===== config.mk =====
export PLATFORM = sky130hd
export DESIGN_NAME = rob_wb_arbiter
export DESIGN_NICKNAME = d
export VERILOG_FILES = /design/src/rtl/rob_wb_arbiter_pkg.sv /design/src/rtl/rob_wb_arbiter_rr_arbiter3.sv /design/src/rtl/rob_wb_arbiter.sv
export SDC_FILE = /design/constraint.sdc
export NUM_CORES = 1
export LEC_CHECK = 0
export BUFFER_PORTS_ARGS = -buffer_cell sky130_fd_sc_hd__buf_4
export CORE_ASPECT_RATIO = 1.1
export CORE_MARGIN = 3
export CORE_UTILIZATION = 39
export DETAILED_ROUTE_END_ITERATION = 8
export PLACE_DENSITY = 0.76
export SKIP_LAST_GASP = 1
export SLEW_MARGIN = 20
export SYNTH_ARGS = -nofsm -noshare
export SYNTH_HDL_FRONTEND = slang
export SYNTH_SLANG_ARGS = --single-unit

===== constraint.sdc =====
create_clock -name i_clk -period 3.9 [get_ports i_clk]
set_input_delay 0 -clock i_clk [delete_from_list [all_inputs] [get_ports i_clk]]
set_output_delay 0 -clock i_clk [all_outputs]
set_load 0.005 [all_outputs]

===== src/rtl/rob_wb_arbiter_pkg.sv =====
// Shared definitions for the ROB writeback arbiter: producer source
// encodings and the round-robin successor helper.
package rob_wb_arbiter_pkg;

    localparam int WB_SRC_WIDTH = 2;
    localparam int WB_NUM_SRC   = 3;

    typedef enum logic [WB_SRC_WIDTH-1:0] {
        WB_SRC_ALU = 2'd0,
        WB_SRC_MEM = 2'd1,
        WB_SRC_MUL = 2'd2
    } wb_src_e;

    // Next producer in round-robin order, wrapping 2 -> 0.
    function automatic logic [WB_SRC_WIDTH-1:0] rr_next(input logic [WB_SRC_WIDTH-1:0] idx);
        return (idx == 2'd2) ? 2'd0 : idx + 2'd1;
    endfunction

endpackage


===== src/rtl/rob_wb_arbiter_rr_arbiter3.sv =====
// Three-way round-robin arbiter: holds the priority pointer, finds the first
// requester at or after the pointer, and advances past the winner on a grant.
module rob_wb_arbiter_rr_arbiter3
    import rob_wb_arbiter_pkg::*;
(
    input  logic                    i_clk,
    input  logic                    i_rst_n,
    input  logic [WB_NUM_SRC-1:0]   i_req,
    input  logic                    i_advance,
    input  logic                    i_clear,
    output logic [WB_NUM_SRC-1:0]   o_grant,
    output logic [WB_SRC_WIDTH-1:0] o_winner,
    output logic                    o_any
);

    logic [WB_SRC_WIDTH-1:0] r_ptr;
    logic [WB_NUM_SRC-1:0]   w_req_rot;
    logic [WB_SRC_WIDTH:0]   w_sum;
    logic [WB_SRC_WIDTH-1:0] w_offset;

    // Rotate requests so bit 0 is the producer the pointer currently favours.
    always_comb begin
        w_req_rot = i_req;
        case (r_ptr)
            2'd1:    w_req_rot = {i_req[0], i_req[2], i_req[1]};
            2'd2:    w_req_rot = {i_req[1], i_req[0], i_req[2]};
            default: w_req_rot = i_req;
        endcase
    end

    // Fixed-priority pick on the rotated vector, then map back to a producer index.
    always_comb begin
        w_offset = 2'd0;
        o_any    = |w_req_rot;
        if (w_req_rot[0])      w_offset = 2'd0;
        else if (w_req_rot[1]) w_offset = 2'd1;
        else if (w_req_rot[2]) w_offset = 2'd2;
        w_sum    = {1'b0, r_ptr} + {1'b0, w_offset};
        o_winner = (w_sum >= 3'd3) ? 2'(w_sum - 3'd3) : w_sum[WB_SRC_WIDTH-1:0];
    end

    genvar gi;
    generate
        for (gi = 0; gi < WB_NUM_SRC; gi++) begin : g_grant
            assign o_grant[gi] = o_any && (o_winner == 2'(gi));
        end
    endgenerate

    // Pointer moves just past the winner on a taken grant; a flush restarts at ALU.
    always_ff @(posedge i_clk or negedge i_rst_n) begin
        if (!i_rst_n) begin
            r_ptr <= 2'd0;
        end else if (i_clear) begin
            r_ptr <= 2'd0;
        end else if (i_advance && o_any) begin
            r_ptr <= rr_next(o_winner);
        end
    end

endmodule


===== src/rtl/rob_wb_arbiter.sv =====
// ROB writeback arbiter: one registered writeback slot shared by the ALU,
// memory and M5 multiplier producers, with per-producer stall back-pressure.
module rob_wb_arbiter
    import rob_wb_arbiter_pkg::*;
#(
    parameter int WORD_SIZE       = 32,
    parameter int ROB_ENTRY_WIDTH = 3
) (
    input  logic                       i_clk,
    input  logic                       i_rst_n,
    input  logic                       i_flush,
    input  logic                       i_alu_valid,
    input  logic [ROB_ENTRY_WIDTH-1:0] i_alu_rob_id,
    input  logic [WORD_SIZE-1:0]       i_alu_result,
    input  logic                       i_mem_valid,
    input  logic [ROB_ENTRY_WIDTH-1:0] i_mem_rob_id,
    input  logic [WORD_SIZE-1:0]       i_mem_result,
    input  logic                       i_mul_valid,
    input  logic [ROB_ENTRY_WIDTH-1:0] i_mul_rob_id,
    input  logic [WORD_SIZE-1:0]       i_mul_result,
    output logic                       o_alu_stall,
    output logic                       o_mem_stall,
    output logic                       o_mul_stall,
    input  logic                       i_wb_ready,
    output logic                       o_wb_valid,
    output logic [ROB_ENTRY_WIDTH-1:0] o_wb_rob_id,
    output logic [WORD_SIZE-1:0]       o_wb_result,
    output logic [WB_SRC_WIDTH-1:0]    o_wb_src
);

    logic                       r_wb_valid;
    logic [ROB_ENTRY_WIDTH-1:0] r_wb_rob_id;
    logic [WORD_SIZE-1:0]       r_wb_result;
    logic [WB_SRC_WIDTH-1:0]    r_wb_src;

    logic                       w_load;
    logic [WB_NUM_SRC-1:0]      w_valid;
    logic [WB_NUM_SRC-1:0]      w_grant;
    logic [WB_NUM_SRC-1:0]      w_stall;
    logic [WB_SRC_WIDTH-1:0]    w_winner;
    logic                       w_any;
    logic [ROB_ENTRY_WIDTH-1:0] w_sel_rob_id;
    logic [WORD_SIZE-1:0]       w_sel_result;

    assign w_valid = {i_mul_valid, i_mem_valid, i_alu_valid};
    // Slot can accept a new result when empty or being drained this cycle.
    assign w_load  = !r_wb_valid || i_wb_ready;

    rob_wb_arbiter_rr_arbiter3 u_rr (
        .i_clk     (i_clk),
        .i_rst_n   (i_rst_n),
        .i_req     (w_valid),
        .i_advance (w_load && !i_flush),
        .i_clear   (i_flush),
        .o_grant   (w_grant),
        .o_winner  (w_winner),
        .o_any     (w_any)
    );

    // Route the winning producer's tag and data to the slot input.
    always_comb begin
        w_sel_rob_id = i_alu_rob_id;
        w_sel_result = i_alu_result;
        case (w_winner)
            WB_SRC_MEM: begin
                w_sel_rob_id = i_mem_rob_id;
                w_sel_result = i_mem_result;
            end
            WB_SRC_MUL: begin
                w_sel_rob_id = i_mul_rob_id;
                w_sel_result = i_mul_result;
            end
            default: begin
                w_sel_rob_id = i_alu_rob_id;
                w_sel_result = i_alu_result;
            end
        endcase
    end

    // A valid producer holds unless it is granted into a loading slot;
    // during a flush every producer is being squashed, so nobody holds.
    genvar gi;
    generate
        for (gi = 0; gi < WB_NUM_SRC; gi++) begin : g_stall
            assign w_stall[gi] = !i_flush && w_valid[gi] && !(w_load && w_grant[gi]);
        end
    endgenerate

    assign o_alu_stall = w_stall[0];
    assign o_mem_stall = w_stall[1];
    assign o_mul_stall = w_stall[2];

    // Writeback slot: capture the winner when loading; data is kept on drain/flush.
    always_ff @(posedge i_clk or negedge i_rst_n) begin
        if (!i_rst_n) begin
            r_wb_valid  <= 1'b0;
            r_wb_rob_id <= '0;
            r_wb_result <= '0;
            r_wb_src    <= WB_SRC_ALU;
        end else if (i_flush) begin
            r_wb_valid  <= 1'b0;
        end else if (w_load) begin
            if (w_any) begin
                r_wb_valid  <= 1'b1;
                r_wb_rob_id <= w_sel_rob_id;
                r_wb_result <= w_sel_result;
                r_wb_src    <= w_winner;
            end else begin
                r_wb_valid  <= 1'b0;
            end
        end
    end

    assign o_wb_valid  = r_wb_valid;
    assign o_wb_rob_id = r_wb_rob_id;
    assign o_wb_result = r_wb_result;
    assign o_wb_src    = r_wb_src;

endmodule


==> results.md, run 1 <==
* Run status: completed
* Die height at 89.5 um
* Pre-CTS setup slack at -45.5 ps
* Vias post-DR at about 2600
* Maximum resistive drop on vdd at 0.943 mV
* CORE AREA at slightly below 6000 um2
* Portion of total power attributed to sequential cells at between 10% and 20%
* Initial DRC count at 77
* Initial core utilization at between 40% and 50%
* Area of all sequential standard cells at about 1000 um2
* Fillers at approximately 500
* Net total in the final layout at 526
* Total detailed-routing wirelength at approximately 7800 um
* Total Routing Usage GR at 19.4%
* TritonCTS Buffers at 5
* Clock slew at the register clock pins of the worst setup and hold paths at ~80 ps
* First drt pass iteration count at 4
* Clock buffer depth at 2
* CTS sink cnt at 40
* Layout Skew at roughly 10 ps
* Die Area at about 7300 um2
* Initial antenna violation count at 0
* Final weighted congestion of routability-driven global placement at 0.759
* Number of global-route vias before repair at roughly 2500
* Root buffer cell: sky130_fd_sc_hd__clkbuf_8
* Total I/O pin count at roughly 150
* Total placed instance area at between 3000 and 4000 um2
* Post-route DRC at 0
* Grt total ovfl at 0
* Maximum number of pins on one net before global-route repair at slightly above 40
* Areal power density over the cells at ~1200 nW/um2
* Seq/Total Area, Yosys at between 40% and 50%
* Cell-internal power at ~2.7 mW
* Layout cells sized above 1 at 58.5%
* TritonCTS clock tree: yes
* Detailed-placement wirelength estimate at between 5000 and 6000 um
* Number of antenna diodes at 0
* Number of instances in the synthesized netlist at 250
* X dimension of the die at a little over 80 um
* Shortest period the worst path allows at between 3000 and 4000 ps
* Netlist area before placement at between 2000 and 2500 um2
* Final worst slack at 82.2 ps
* Required time at the worst-slack endpoint at 4080 ps
* Clk network pwr share at 7.1%
* H-tree level count at 2
* Final-report hold violation count at 0
* Relative area change from synthesis to final layout at 64.3%
* Combinational share of power at 76.7%
* Part of the cycle the worst path needs at slightly below 100%
* Per-instance average area after synthesis at 9.88 um2
* Global-route wire length before repair at around 11000 um
* Max-capacitance violation count at 0
* Number of synthesized flops with an enable pin at 0
* Worst hold-check slack at 78.1 ps
* Maximum clock frequency at about 260 MHz
* Util after Layout at 68.2%
* Leak Pwr at 1.87 nW
* Count of unique library cells instantiated by Yosys at 32
* Area of the multi-input gates at between 1000 and 1500 um2
* Worst path arrival time at 4000 ps
* Non-Filler Cell Area, Final at 4060 um2
* Number of placement rows at 29
* CP Capture Type: register
* Total nets after synthesis at 370
* Slew margin rel. at around 66%
* Slew at the pin closest to its max-slew limit at 512 ps
* Input/output buffers at 152
* Remaining antenna violation count after routing at 0
* CP Class: register to register
* Worst min-delay path category: primary input to register
* Number of storage elements in the synthesis netlist at 40
* Kind of launch point of the worst setup path: register
* Per-cell routed wire length at 16.1 um
* Top flip-flop cell by instance count after synthesis: sky130_fd_sc_hd__dfrtp_1
* Drt via density at approximately 5.3
* Net switching power at 2.02 mW
* Final setup violation count at 0
* Setup repair after global routing missed its margin: true
* Clock latency on the worst-skew pair at 290 ps
* Setup_tns at 0 ps
* Async SR Flop Fraction at 100%
* Switching Share at between 40% and 50%
* Maximum fanout encountered on the critical timing path at 9
* Yosys synthesis warning count at 0
* Number of pins with negative max-slew slack in the final report at 0
==> final cells by class <==
type / instances / share of cell area, %
sequential: 40 / 24.7
multi-input combinational: 182 / 36.5
inverter: 9 / 0.833
clock buffer: 5 / 1.70
tap: 77 / 2.37
clock inverter: 3 / 1.05
timing repair buffer: 168 / 32.8
==> through the flow <==
step | std cells | power [mW]
final | 484 | 4.72
after global placement | 467 | 3.76
after detailed placement | 467 | 3.84
after floorplan | 250 | 2.81
after CTS | 477 | 4.21
after global routing | 484 | 5.11
==> logic make-up after synthesis <==
family	after synthesis	synth area share, %
compound gates	81	21.0
simple gates	55	11.8
flops	40	40.5
mux	38	17.2
buf+inv	28	5.17
fa+ha+maj	8	4.36
==> layer usage <==
metal	track usage, %	share of wire, %	vias to the layer above
li1	-	-	1234
met1	21.7	37	1225
met2	36.2	54	91
met3	4.84	7.7	9
met4	5.44	1.2	0
met5	0	0	-
==> cells in the final DEF, fill, tap and decap left out, types with 2 or more instances in the layout <==
cell type                         n
sky130_fd_sc_hd__clkbuf_8         5
sky130_fd_sc_hd__dlygate4sd3_1    2
sky130_fd_sc_hd__nand2_1          2
sky130_fd_sc_hd__buf_4          160
sky130_fd_sc_hd__or3_1            2
sky130_fd_sc_hd__a21oi_1         38
sky130_fd_sc_hd__o31ai_1          2
sky130_fd_sc_hd__inv_1            7
sky130_fd_sc_hd__a22oi_1         23
sky130_fd_sc_hd__nor2_2           3
sky130_fd_sc_hd__inv_2            2
sky130_fd_sc_hd__mux2_1           3
sky130_fd_sc_hd__nand4_1          2
sky130_fd_sc_hd__ha_4             4
sky130_fd_sc_hd__a22oi_2         12
sky130_fd_sc_hd__mux2_2          33
sky130_fd_sc_hd__ha_1             2
sky130_fd_sc_hd__dfrtp_1         40
sky130_fd_sc_hd__buf_12           3
sky130_fd_sc_hd__and4bb_2         2
sky130_fd_sc_hd__and3b_1          2
sky130_fd_sc_hd__nor2_1          33
==> cells in the mapped netlist, types with 3 or more instances <==
master                      n  area share, %
sky130_fd_sc_hd__dfrtp_1   40             41
sky130_fd_sc_hd__buf_6      3            1.4
sky130_fd_sc_hd__a22oi_1   35             11
sky130_fd_sc_hd__mux2_1     3            1.4
sky130_fd_sc_hd__nor2_1    36            5.5
sky130_fd_sc_hd__inv_1      9            1.4
sky130_fd_sc_hd__clkbuf_1  16            2.4
sky130_fd_sc_hd__mux2_2    33             15
sky130_fd_sc_hd__ha_1       7            3.5
sky130_fd_sc_hd__a21oi_1   38            7.7
==> state kept, by name, indices dropped and copies added (netlist names) <==
register / count
o_wb_result: 32
u_rr.r_ptr: 2
o_wb_rob_id: 3
o_wb_valid: 1
o_wb_src: 2
==> power by group through the flow <==
stage	Combinational (mW)	Sequential [mW]	Clock, mW
2_1_floorplan	2.03	0.774	0
6_report	3.62	0.764	0.335
5_1_grt	3.96	0.790	0.363
4_1_cts	3.10	0.764	0.346
3_3_place_gp	3.00	0.757	0
3_5_place_dp	3.08	0.768	0
==> worst max-delay path: stages, from the launching register on <==
cell and delay [ps]:
sky130_fd_sc_hd__dfrtp_1 380, sky130_fd_sc_hd__inv_1 90, sky130_fd_sc_hd__ha_4 170, sky130_fd_sc_hd__and4bb_2 280, sky130_fd_sc_hd__a41oi_1 40, sky130_fd_sc_hd__o21ai_1 170
sky130_fd_sc_hd__ha_1 160, sky130_fd_sc_hd__inv_1 50, sky130_fd_sc_hd__fa_2 580, sky130_fd_sc_hd__inv_1 50, sky130_fd_sc_hd__ha_1 200, sky130_fd_sc_hd__nor3b_1 290
sky130_fd_sc_hd__o2bb2ai_2 170, sky130_fd_sc_hd__ha_2 230, sky130_fd_sc_hd__buf_12 130, sky130_fd_sc_hd__buf_4 160, sky130_fd_sc_hd__a22oi_1 190, sky130_fd_sc_hd__a21oi_1 100
sky130_fd_sc_hd__mux2_2 260
==> final timing paths <==
check                                 start               to  slack [ps]  cells after the start
max reg2reg                   u_rr.r_ptr[0]   o_wb_rob_id[2]          80                     18
min                        i_alu_result[24]  o_wb_result[24]          80                      4
min in group asynchronous           i_rst_n  o_wb_result[19]         240                      2
max in group asynchronous           i_rst_n       o_wb_valid        3310                      2
min reg2reg                  o_wb_result[6]   o_wb_result[6]         500                      1
max                           u_rr.r_ptr[0]   o_wb_rob_id[2]          80                     18
==> repair_timing <==
| item | 4_1_cts | 5_1_grt |
|---|---|---|
| pin swaps | 0 | 3 |
| setup buffers | 0 | 5 |
| hold buffers | 2 | 0 |
| endpoints found under the hold margin | 43 | 0 |
| resized for setup | 3 | 34 |
| endpoints found under the setup margin | 36 | 37 |
| gates cloned | 0 | 1 |
No activity file was read; power rests on OpenSTA's default activity.
==> run 2, diff against run 1 <==
==> constraint.sdc (replaced) <==
create_clock -name i_clk -period 3.9 [get_ports i_clk]
set_input_delay 0 -clock i_clk [delete_from_list [all_inputs] [get_ports i_clk]]
set_output_delay 0 -clock i_clk [all_outputs]
set_load 0.01 [all_outputs]
==> run 2 against run 1 <==
Net effect:
- worst hold slack worse by 3.1 ps
- final cell count rose by 0.21%
- die area unchanged
- global-route usage unchanged
- critical path type unchanged
- largest cell class unchanged
- largest power group unchanged
==> results.md, run 2 (same netlist as run 1, synthesis figures left out) <==
* Maximum fanout encountered on the critical timing path at 17 (+8)
* Global-route wire length before repair at 11100 um (unchanged)
* M1 GR Usage at 21.7% (unchanged)
* Detailed-placement wirelength estimate at 5580 um (unchanged)
* Slack of the worst reg-to-reg path at 130 ps (+50 ps)
* Portion of total power attributed to sequential cells at 16.0% (-0.2 points)
* Initial antenna violation count at 0 (unchanged)
* Leak Pwr at 1.87 nW (+0.24%)
* Final-report hold violation count at 0 (unchanged)
* Peak-usage layer in the global routing report: met2
* CORE AREA at 5950 um2 (unchanged)
* CP Capture Type: register
* Total Routing Usage GR at 19.4% (unchanged)
* First drt pass iteration count at 4 (unchanged)
* Kind of launch point of the worst setup path: register
* Layout cells sized above 1 at 58.1% (-0.39 points)
* Clk network pwr share at 7.0% (about the same)
* X dimension of the die at 81.9 um (unchanged)
* Areal power density over the cells at 1180 nW/um2 (+1.5%)
* Initial core utilization at 41.5% (unchanged)
* Most common cell after layout, fill and taps aside: sky130_fd_sc_hd__buf_4
* Number of global-route vias before repair at 2486 (-0.12%)
* Net total in the final layout at 527 (+0.19%)
* Number of placement rows at 29 (unchanged)
* Max-capacitance violation count at 0 (unchanged)
* Worst min-delay path category: primary input to register
* Maximum clock frequency at 265 MHz (+1.3%)
* Part of the cycle the worst path needs at 96.6% (-1.3 points)
* Post-route DRC at 0 (unchanged)
* Die height at 89.5 um (unchanged)
* Clock slew at the register clock pins of the worst setup and hold paths at 90 ps (about the same)
* Remaining antenna violation count after routing at 0 (unchanged)
* Clock buffer depth at 2 (unchanged)
* Slew at the pin closest to its max-slew limit at 516 ps (+3.96 ps)
* Util after Layout at 68.1% (about the same)
* Combinational share of power at 77.0% (+0.3 points)
* Most used cells in the layout excluding fill and tap cells: sky130_fd_sc_hd__buf_4, sky130_fd_sc_hd__dfrtp_1, sky130_fd_sc_hd__a21oi_1
* TritonCTS Buffers at 5 (unchanged)
* Die Area at 7320 um2 (unchanged)
* CP Class: register to register
* Number of antenna diodes at 0 (unchanged)
* Total detailed-routing wirelength at 7700 um (-1.4%)
* Vias post-DR at 2602 (+1.7%)
* Total I/O pin count at 153 (unchanged)
* Cell-internal power at 2.70 mW (+0.19%)
* Global Route met2 Usage at 36.2% (unchanged)
* Maximum resistive drop on vdd at 0.960 mV (+1.9%)
* Number of pins with negative max-slew slack in the final report at 0 (unchanged)
* H-tree level count at 2 (unchanged)
* Relative area change from synthesis to final layout at 64.2% (about the same)
* Shortest period the worst path allows at 3770 ps (-50.6 ps)
* Drt via density at 5.36 (+1.5%)
* Number of flip-flops in the largest register at 32 (unchanged)
* Post-route insts no fill at 485 (+0.21%)
* Slew margin rel. at 65.6% (-0.26 points)
* TritonCTS clock tree: yes
* CTS sink cnt at 40 (unchanged)
* Final setup violation count at 0 (unchanged)
* Number of instances in the placed design at 467 (unchanged)
* Maximum number of pins on one net before global-route repair at 41 (unchanged)
* Layout Skew at 11.6 ps (+1.12 ps)
* Grt total ovfl at 0 (unchanged)
* Switching Share at 43.6% (+0.72 points)
* Final weighted congestion of routability-driven global placement at 0.759 (unchanged)
* Clock latency on the worst-skew pair at 290 ps (about the same)
* Required time at the worst-slack endpoint at 4090 ps (about the same)
* Worst path arrival time at 3950 ps (-50 ps)
* Initial DRC count at 72 (-6.5%)
* Per-cell routed wire length at 15.9 um (-1.6%)
* Net switching power at 2.09 mW (+3.2%)
* Global-route met3 utilization at 4.84% (unchanged)
* Root buffer cell: sky130_fd_sc_hd__clkbuf_8
* Run status: completed
* Input/output buffers at 152 (unchanged)
## run 2: cell types whose count changed in the layout (fill, tap and decap cells not counted), sizes merged
cell / before / now
buf: 165 / 166
## run 2: stage by stage
stage / hold slack [ps] / setup TNS, ps / power [mW] / cell area (um2) / setup slack, ps
4_1_cts: 69.6 / 0 / 4.31 / 3830 / 33.6
6_report: 75.0 / 0 / 4.79 / 4060 / 133
5_1_grt: 83.7 / -73.5 / 5.18 / 4060 / -35.2
2_1_floorplan: -296 / 0 / 2.89 / 2470 / 116
3_3_place_gp: 12.5 / 0 / 3.85 / 3690 / 141
3_5_place_dp: 12.6 / -314 / 3.93 / 3690 / -45.5
## run 2: routing by layer
layer	up-vias	share of wire [%]
li1	1239	-
met2	98	54
met5	-	0
met4	0	1.2
met1	1256	37
met3	9	8.0
## run 2: layout make-up
type                       count  area (um2)
clock buffer                   5        68.8
sequential                    40        1000
tap                           77        96.3
fill                         487        1900
timing repair buffer         169        1340
inverter                       9        33.8
clock inverter                 3        42.5
multi-input combinational    182        1470
## run 2: final timing paths
path,start,to,depth (start not counted)
worst min-delay path,i_alu_result[24],o_wb_result[24],4
worst max-delay path,u_rr.r_ptr[1],o_wb_rob_id[2],18
worst min register to register,o_wb_result[6],o_wb_result[6],1
min in group asynchronous,i_rst_n,o_wb_result[19],2
max in group asynchronous,i_rst_n,o_wb_src[1],2
worst max register to register,u_rr.r_ptr[1],o_wb_rob_id[2],18
## run 2: worst max-delay path: stages (launching register included)
cell,delay [ps]
sky130_fd_sc_hd__dfrtp_1,440
sky130_fd_sc_hd__inv_2,110
sky130_fd_sc_hd__ha_4,160
sky130_fd_sc_hd__and4bb_2,220
sky130_fd_sc_hd__a41oi_1,40
sky130_fd_sc_hd__o21ai_1,180
sky130_fd_sc_hd__ha_1,170
sky130_fd_sc_hd__inv_1,60
sky130_fd_sc_hd__fa_2,570
sky130_fd_sc_hd__inv_1,50
sky130_fd_sc_hd__ha_2,180
sky130_fd_sc_hd__nor2b_2,170
sky130_fd_sc_hd__mux2i_2,310
sky130_fd_sc_hd__inv_2,100
sky130_fd_sc_hd__ha_4,180
sky130_fd_sc_hd__buf_6,160
sky130_fd_sc_hd__a22oi_1,210
sky130_fd_sc_hd__a21oi_1,100
sky130_fd_sc_hd__mux2_2,260
## run 2: power groups by stage
| stage | clock network (mW) | registers, mW | logic (mW) |
|---|---|---|---|
| 2_1_floorplan | 0 | 0.852 | 2.04 |
| 3_3_place_gp | 0 | 0.757 | 3.09 |
| 3_5_place_dp | 0 | 0.768 | 3.16 |
| 4_1_cts | 0.346 | 0.764 | 3.20 |
| 5_1_grt | 0.363 | 0.790 | 4.03 |
| 6_report | 0.335 | 0.764 | 3.69 |
## run 2: what timing repair did
action	CTS	global route
pin swaps	0	4
hold endpoints to repair	43	0
setup buffers	0	7
setup endpoints to repair	36	37
gates cloned	0	1
resized for setup	4	31
hold buffers	2	0
